<file path="config.mk">
export PLATFORM = sky130hd
export DESIGN_NAME = pixel_writer
export DESIGN_NICKNAME = d
export VERILOG_FILES = /design/src/rtl/pixel_writer.sv
export SDC_FILE = /design/constraint.sdc
export NUM_CORES = 1
export LEC_CHECK = 0
export ABC_AREA = 1
export CELL_PAD_IN_SITES_DETAIL_PLACEMENT = 0
export CELL_PAD_IN_SITES_GLOBAL_PLACEMENT = 1
export CORE_MARGIN = 2
export CORE_UTILIZATION = 30
export CTS_CLUSTER_DIAMETER = 150
export DETAILED_ROUTE_END_ITERATION = 10
export PLACE_DENSITY = 0.56
export SLEW_MARGIN = 40
export SYNTH_ARGS = -nofsm -noshare
export SYNTH_HDL_FRONTEND = slang
export SYNTH_SLANG_ARGS = --single-unit
export TNS_END_PERCENT = 100
</file>
<file path="constraint.sdc">
create_clock -name _clock -period 2.7 [get_ports _clock]
set_input_delay 0.54 -clock _clock [delete_from_list [all_inputs] [get_ports _clock]]
set_output_delay 0.54 -clock _clock [all_outputs]
set_load 0.01 [all_outputs]
</file>
<file path="src/rtl/pixel_writer.sv">
// pixel_writer: clips (x, y) points from a shape generator, buffers them in a
// FIFO and issues single-beat framebuffer writes under a valid/ready handshake.
module pixel_writer #(
    parameter int SCREEN_W = 64,
    parameter int SCREEN_H = 64,
    parameter int ADDR_W   = 12,
    parameter int COLOR_W  = 8,
    parameter int DEPTH    = 16
) (
    input  logic               _clock,
    input  logic               _reset,
    input  logic               _start,
    input  logic [COLOR_W-1:0] color,
    input  logic [31:0]        in_x,
    input  logic [31:0]        in_y,
    input  logic               in_valid,
    input  logic               in_done,
    output logic [ADDR_W-1:0]  mem_addr,
    output logic [COLOR_W-1:0] mem_data,
    output logic               mem_we,
    input  logic               mem_ready,
    output logic               _done,
    output logic               overflow,
    output logic [15:0]        written_count,
    output logic [15:0]        clipped_count
);

    localparam int PW = $clog2(DEPTH) + 1;
    localparam int IW = PW - 1;
    localparam int EW = ADDR_W + COLOR_W;

    localparam logic [0:0] ST_IDLE  = 1'b0;
    localparam logic [0:0] ST_ISSUE = 1'b1;

    logic [EW-1:0]      fifo_mem_q [DEPTH];
    logic [PW-1:0]      wr_ptr_q, wr_ptr_d;
    logic [PW-1:0]      rd_ptr_q, rd_ptr_d;
    logic [0:0]         state_q, state_d;
    logic [ADDR_W-1:0]  mem_addr_q, mem_addr_d;
    logic [COLOR_W-1:0] mem_data_q, mem_data_d;
    logic               done_seen_q, done_seen_d;
    logic               done_q, done_d;
    logic               overflow_q, overflow_d;
    logic [15:0]        written_q, written_d;
    logic [15:0]        clipped_q, clipped_d;

    logic               fifo_empty, fifo_full;
    logic [IW-1:0]      wr_idx, rd_idx, rd_idx_nxt;
    logic [PW-1:0]      rd_ptr_inc;
    logic               in_range;
    logic [ADDR_W-1:0]  push_addr;
    logic               pt_valid, push, pop, drop, clip;

    // FIFO status, clip test and push/pop decisions for this cycle
    always_comb begin
        wr_idx     = wr_ptr_q[IW-1:0];
        rd_idx     = rd_ptr_q[IW-1:0];
        rd_idx_nxt = rd_idx + IW'(1);
        rd_ptr_inc = rd_ptr_q + PW'(1);
        fifo_empty = (wr_ptr_q == rd_ptr_q);
        fifo_full  = (wr_ptr_q[PW-1] != rd_ptr_q[PW-1]) &&
                     (wr_ptr_q[IW-1:0] == rd_ptr_q[IW-1:0]);

        in_range   = ($signed(in_x) >= 0) && ($signed(in_x) < SCREEN_W) &&
                     ($signed(in_y) >= 0) && ($signed(in_y) < SCREEN_H);
        push_addr  = ADDR_W'(in_y * 32'(SCREEN_W) + in_x);

        pt_valid   = in_valid && !_start;
        pop        = (state_q == ST_ISSUE) && mem_ready && !_start;
        push       = pt_valid && in_range && (!fifo_full || pop);
        drop       = pt_valid && in_range && fifo_full && !pop;
        clip       = pt_valid && !in_range;
    end

    // Next-state for pointers, write FSM, flags and counters
    always_comb begin
        wr_ptr_d    = wr_ptr_q;
        rd_ptr_d    = rd_ptr_q;
        state_d     = state_q;
        mem_addr_d  = mem_addr_q;
        mem_data_d  = mem_data_q;
        done_seen_d = done_seen_q;
        done_d      = done_q;
        overflow_d  = overflow_q;
        written_d   = written_q;
        clipped_d   = clipped_q;

        if (_start) begin
            wr_ptr_d    = '0;
            rd_ptr_d    = '0;
            state_d     = ST_IDLE;
            done_seen_d = 1'b0;
            done_d      = 1'b0;
            overflow_d  = 1'b0;
            written_d   = '0;
            clipped_d   = '0;
        end else begin
            if (push) wr_ptr_d = wr_ptr_q + PW'(1);
            if (pop)  rd_ptr_d = rd_ptr_inc;

            // Head is preloaded into the output registers so address/data stay
            // stable for the whole ISSUE phase; a pop chains straight to the
            // next entry when one is already buffered.
            case (state_q)
                ST_IDLE: begin
                    if (!fifo_empty) begin
                        state_d                  = ST_ISSUE;
                        {mem_addr_d, mem_data_d} = fifo_mem_q[rd_idx];
                    end
                end
                default: begin
                    if (mem_ready) begin
                        if (rd_ptr_inc != wr_ptr_q) begin
                            {mem_addr_d, mem_data_d} = fifo_mem_q[rd_idx_nxt];
                        end else begin
                            state_d = ST_IDLE;
                        end
                    end
                end
            endcase

            if (in_done) done_seen_d = 1'b1;
            if (done_seen_q && fifo_empty && (state_q == ST_IDLE)) done_d = 1'b1;
            if (drop) overflow_d = 1'b1;
            if (pop  && (written_q != 16'hFFFF)) written_d = written_q + 16'd1;
            if (clip && (clipped_q != 16'hFFFF)) clipped_d = clipped_q + 16'd1;
        end
    end

    // FIFO storage; contents need no reset because the pointers gate reads
    always_ff @(posedge _clock) begin
        if (push) fifo_mem_q[wr_idx] <= {push_addr, color};
    end

    // Control and output registers
    always_ff @(posedge _clock or posedge _reset) begin
        if (_reset) begin
            wr_ptr_q    <= '0;
            rd_ptr_q    <= '0;
            state_q     <= ST_IDLE;
            mem_addr_q  <= '0;
            mem_data_q  <= '0;
            done_seen_q <= 1'b0;
            done_q      <= 1'b0;
            overflow_q  <= 1'b0;
            written_q   <= '0;
            clipped_q   <= '0;
        end else begin
            wr_ptr_q    <= wr_ptr_d;
            rd_ptr_q    <= rd_ptr_d;
            state_q     <= state_d;
            mem_addr_q  <= mem_addr_d;
            mem_data_q  <= mem_data_d;
            done_seen_q <= done_seen_d;
            done_q      <= done_d;
            overflow_q  <= overflow_d;
            written_q   <= written_d;
            clipped_q   <= clipped_d;
        end
    end

    assign mem_addr      = mem_addr_q;
    assign mem_data      = mem_data_q;
    assign mem_we        = (state_q == ST_ISSUE);
    assign _done         = done_q;
    assign overflow      = overflow_q;
    assign written_count = written_q;
    assign clipped_count = clipped_q;

endmodule

</file>
### After elaboration in Yosys (flattened, before gate mapping)

Memories as Yosys holds them, arrays and structs flattened.
Cells that the tools add are included.

* register bits: 66
* RAM bits: 320
* bits of input ports: 78
* output and inout bits: 55
* logic and storage cells: 90
* memories: 1

Memory list
* fifo_mem_q: depth 16, width 20, rd ports 2, clocked after Yosys merged registers in 0, wr ports 1, line 35 `logic [EW-1:0] fifo_mem_q [DEPTH];`

* add/subtract/negate cells: 6
* magnitude comparators: 4
* equality and inequality tests: 9
* multiplexer cells: 29
* bitwise gates (word level): 2
* reduce and logical (&&, ||, !) cells: 29

Operators by type and width (count)
* $ge 32x1->1 const B: 2
* $lt 32x8->1 const B: 2
* $mux 16: 4
* $mux 12: 4
* $add 16x1->16 const B: 2
* $mux 8: 4
* $ne 16x16->1 const B: 2
* $mux 5: 4
* $logic_and 1x1->1: 16
* $reduce_bool 2->1: 7
* $mux 1: 13
* $add 12x12->12: 1
* $add 5x1->5 const B: 2
* $eq 5x5->1: 1
* $ne 5x5->1: 1
* $add 4x1->4 const B: 1
* $eq 4x4->1: 1
* $logic_not 1->1: 4
* $ne 2x2->1 const B: 2
* $reduce_and 4->1: 1
* $ne 2x1->1 const B: 1
* $not 1->1: 2
* $logic_or 1x1->1: 1
* $ne 1x1->1: 1

### Longest topological paths before layout

* depth after elaboration: 9
* mapped depth: 14
* mapped depth without buffers: 12

### Worst setup path after synthesis

Ideal clock, no wire load.

* kind: input -> register
* start point: in in_y[24]
* end point: mem fifo_mem_q[0][0] in the netlist's numbering (enable)
* setup time: 0.397 ns
* data arrival time: 2.283 ns
* data required time: 2.303 ns
* setup slack: 0.020 ns
* cell stages on the path: 9
* buffers on the path: 0
* cell sequence: nor2_1 nand2_1 nor2_1 nand2_1 nor2_1 nand2_2 nor2_4 nand3_1 nor2_1

* cells in the longest elaborated chain, start to end: 7
* elaborated cells between the ends (all ways): 8
* those cells by class: 2 x order compare; 2 x mux; 4 x reduce/logical

Ends and longest elaborated chain
* start, declared: line 15 `input logic [31:0] in_y,`
* $ge 32x1->1: line 65 `($signed(in_y) >= 0) && ($signed(in_y) < SCREEN_H);`
* $logic_and 1x1->1: line 64 `in_range = ($signed(in_x) >= 0) && ($signed(in_x) < SCREEN_W) &&`
* $logic_and 1x1->1 (*): line 65
* $logic_and 1x1->1 (*) (2 in a row): line 70 `push = pt_valid && in_range && (!fifo_full || pop);`
* $mux 1 (*): line 132 `if (push) fifo_mem_q[wr_idx] <= {push_addr, color};`
* $mux 1 (implied by the code) (*): line 132
* end, declared: line 35

Every way passes the cells marked *; elsewhere a longest branch is shown, timed or not.

### Worst setup path in the final report

* start point: reg rd_ptr_q[0]
* end point: reg mem_addr_q[11], in the netlist mem_addr[11]

* cells in the longest elaborated chain, start to end: 5
* elaborated cells between the ends (all ways): 12
* those cells by class: 2 x add/sub; 4 x eq/ne; 4 x mux; 1 x reduce/logical; 1 x memory

Ends and longest elaborated chain
* start, declared: line 37 `logic [PW-1:0] rd_ptr_q, rd_ptr_d;`
* start signal, assigned: line 150 `rd_ptr_q <= rd_ptr_d;`
* $add 4x1->4: line 58 `rd_idx_nxt = rd_idx + IW'(1);`
* $mem_v2 16x20
* $mux 12: line 113 `if (rd_ptr_inc != wr_ptr_q) begin`
* $mux 12: line 112 `if (mem_ready) begin`
* $mux 12: line 104 `case (state_q)`
* end signal, assigned: line 152 `mem_addr_q <= mem_addr_d;`
* end, declared: line 39 `logic [ADDR_W-1:0] mem_addr_q, mem_addr_d;`

Parallel ways exist; a longest one is shown, timed or not. The select of a mux whose other input is x is not followed.
A chain may end at the register's enable or synchronous reset.

==> impl_metrics.env <==
export IMPL_status="finished, final reports clean"
export IMPL_dr_total_vias=18500
export IMPL_cts_buffer_depth=3
export IMPL_portBuffers=132
export IMPL_synth_edf_count=320
export IMPL_cts_made_buffers=47
export IMPL_first_pass_iters=6
export IMPL_dpl_instance_area_mm2=0.0246
export IMPL_gp_routability_congestion=0.807
export IMPL_core_mm2=0.0701
export IMPL_setup_viol=0
export IMPL_grt_pass1_vias=17700
export IMPL_fin_area_mm2=0.0262
export IMPL_hold_violations=0
export IMPL_synthTopCellsByCount="nand2_1, nand3_1, inv_1"
export IMPL_hpwl_mm=47.3
export IMPL_overflow=0
export IMPL_p_leak_nw=11.4
export IMPL_grt_usage=0.198
export IMPL_postSynthCellCount=2666
export IMPL_dominantRegCellSynth="edfxtp_1"
export IMPL_drt_first_iter_violations=1639
export IMPL_max_cap_violations=0
export IMPL_syn_area_mm2=0.0213
export IMPL_irDropWorstVdd_uv=384
export IMPL_start_kind="register"
export IMPL_avgViaCountPerCell=4.88
export IMPL_fin_crit_ns=2.51
export IMPL_antenna_cells=0
export IMPL_htree_num_levels=2
export IMPL_antenna_found_initial=2
export IMPL_num_rows=97
export IMPL_slowest_stage="dfrtp_4"
export IMPL_route_detailed_drc=0
export IMPL_syn_to_final_growth_pct=23.0
export IMPL_utilization=0.373
export IMPL_drv_slew=0
export IMPL_layout_nets=2901
export IMPL_yosysTopAreaCell="edfxtp_1"
export IMPL_drtAntennaViolNets=0
export IMPL_fmax_ghz=0.399
export IMPL_endpoint_kind="register"
export IMPL_synthArstFlopShare=0.171
export IMPL_drt_total_wl_mm=73.5
export IMPL_cts_reportedPaths_clkPinSlew_ns=0.06
export IMPL_hp_class="in2async"
export IMPL_path_common_cell="nand2_1"
export IMPL_ys_top_cells_by_area="edfxtp_1, nand2_1, nand3_1"
export IMPL_critPathKind="reg2reg"
export IMPL_initial_core_util=0.304
export IMPL_critPathRequiredTime_ns=3.21
export IMPL_hold_buffers=0
export IMPL_grt_pass1_wl_mm=110
export IMPL_cp_arrival_ns=3.01
export IMPL_drive_gt1_frac=0.0864
export IMPL_die_w_um=270
export IMPL_dp_slack_ns=-0.191
export IMPL_yosys_warnings=0
export IMPL_syn_nets=2757
export IMPL_ys_ff_latch=386
export IMPL_stdcell_count=3788
export IMPL_synth_most_common_cell="nand2_1"
export IMPL_clkSinkCount=386
export IMPL_detail_route_wl_per_cell_um=19.4
export IMPL_dp_cells=3701
export IMPL_syn_area_per_cell_um2=7.99
export IMPL_io_pins=133
export IMPL_maxSlewHeadroom=0.441
export IMPL_pwr_density_cell_mw_per_mm2=546
export IMPL_path_cells="buf_12 > nand3_2 > xor2_4 > buf_4 > nand3_1 > nand2_1 > nand2_1 > nand2_1 > nand2_1 > nand2_1"
export IMPL_clk_latency_ns=0.58
export IMPL_worst_pin_slew_ns=0.836
export IMPL_critPathMaxFanout=79
export IMPL_slowest_delay_ns=0.55
export IMPL_grt_max_degree=88
export IMPL_synth_seq_area_share=0.529
export IMPL_setup_ws_ns=0.195
export IMPL_finalClockSkew_ns=0.0178
export IMPL_cts_tree="done"
export IMPL_yosysUniqueCellTypes=37
export IMPL_root_buffer="clkbuf_16"
export IMPL_die_area_mm2=0.0732
export IMPL_fp_dieH_um=270
export IMPL_fin_crit_sh=0.928
export IMPL_synth_top_area_share=0.451
export IMPL_rsz0062_at_grt="no"
report_power, final:
| group | internal (mW) | leakage (nW) | switching (mW) |
|---|---|---|---|
| Combinational | 0.490 | 6.85 | 0.504 |
| Clock | 3.84 | 0.758 | 2.71 |
| Sequential | 6.66 | 3.76 | 0.0902 |
| Total | 11.0 | 11.4 | 3.30 |
metrics by stage:
stage / hold slack [ns] / power, mW / setup TNS (ns)
after floorplan: 0.460 / 7.17 / 0
after global placement: 0.464 / 7.88 / -45.09
after detailed placement: 0.465 / 7.88 / -44.60
after CTS: 0.321 / 14.5 / 0
after global routing: 0.393 / 14.8 / 0
final: 0.329 / 14.3 / 0
layout make-up:
| class | instances | area (µm²) |
|---|---|---|
| Multi-Input combinational cell | 1757 | 8020 |
| Sequential cell | 386 | 11300 |
| Tap cell | 940 | 1180 |
| Clock buffer | 55 | 1260 |
| Timing Repair Buffer | 248 | 2730 |
| Clock inverter | 32 | 330 |
| Inverter | 370 | 1400 |
| Fill cell | 7164 | 44000 |
registers in the layout (all words and copies together), names as in the netlist:
register,cells
fifo_mem_q,320
mem_we,1
done_seen_q,1
clipped_count,16
mem_addr,12
wr_ptr_q,5
mem_data,8
overflow,1
written_count,16
_done,1
rd_ptr_q,5
what timing repair did:
item / 4_1_cts / 5_1_grt
resized for setup: 0 / 1
endpoints found under the setup margin: 0 / 7
setup buffers: 0 / 0
hold endpoints to repair: 0 / 0
kinds of logic (layout without fill, tap and decap cells):
group | Yosys count | count (layout) | share of synthesized area
compound gates | 27 | 27 | 0.00758
xor+xnor | 35 | 35 | 0.0147
fa+ha+maj | 13 | 13 | 0.00799
buf+inv | 523 | 705 | 0.102
flops | 386 | 386 | 0.529
simple gates | 1682 | 1682 | 0.339
per-layer routing:
metal  vias to the layer above  track usage  wire length (µm)
met5                         -            0                13
met4                         2       0.0616              2120
met1                      8759        0.277             33300
li1                       8864            -                 -
met3                       114       0.0312              5080
met2                       732        0.313             33000
layout by cell type (no fill, tap or decap), types with 13 or more instances in the layout:
| master | instances |
|---|---|
| nor3_1 | 13 |
| nand3_1 | 607 |
| clkdlybuf4s50_1 | 132 |
| edfxtp_1 | 320 |
| buf_4 | 72 |
| clkbuf_16 | 49 |
| nand2_1 | 929 |
| nand4_1 | 14 |
| inv_1 | 358 |
| nor2_1 | 82 |
| buf_12 | 43 |
| xor2_1 | 29 |
| nor2_4 | 17 |
| dfrtp_1 | 62 |
critical path, delay by kind of cell, from the launching register on:
kind,cells,cell delay (ns)
buffers and inverters,2,0.65
flip-flops,1,0.55
XOR/XNOR,1,0.22
AND/OR/NAND/NOR,7,0.98
path summary, 6_finish.rpt:
| path | startpoint | to | slack [ns] | cells after the start |
|---|---|---|---|---|
| min in group _clock | mem_addr[6] | mem_addr[6] | 0.48 | 2 |
| min reg2reg | mem_addr[6] | mem_addr[6] | 0.48 | 2 |
| max in group asynchronous | _reset | mem_data[7] | 1.80 | 3 |
| max | rd_ptr_q[0] | mem_addr[11] | 0.19 | 10 |
| max reg2reg | rd_ptr_q[0] | mem_addr[11] | 0.19 | 10 |
| min | _reset | written_count[2] | 0.33 | 2 |
No activity file was read; power rests on OpenSTA's default activity.
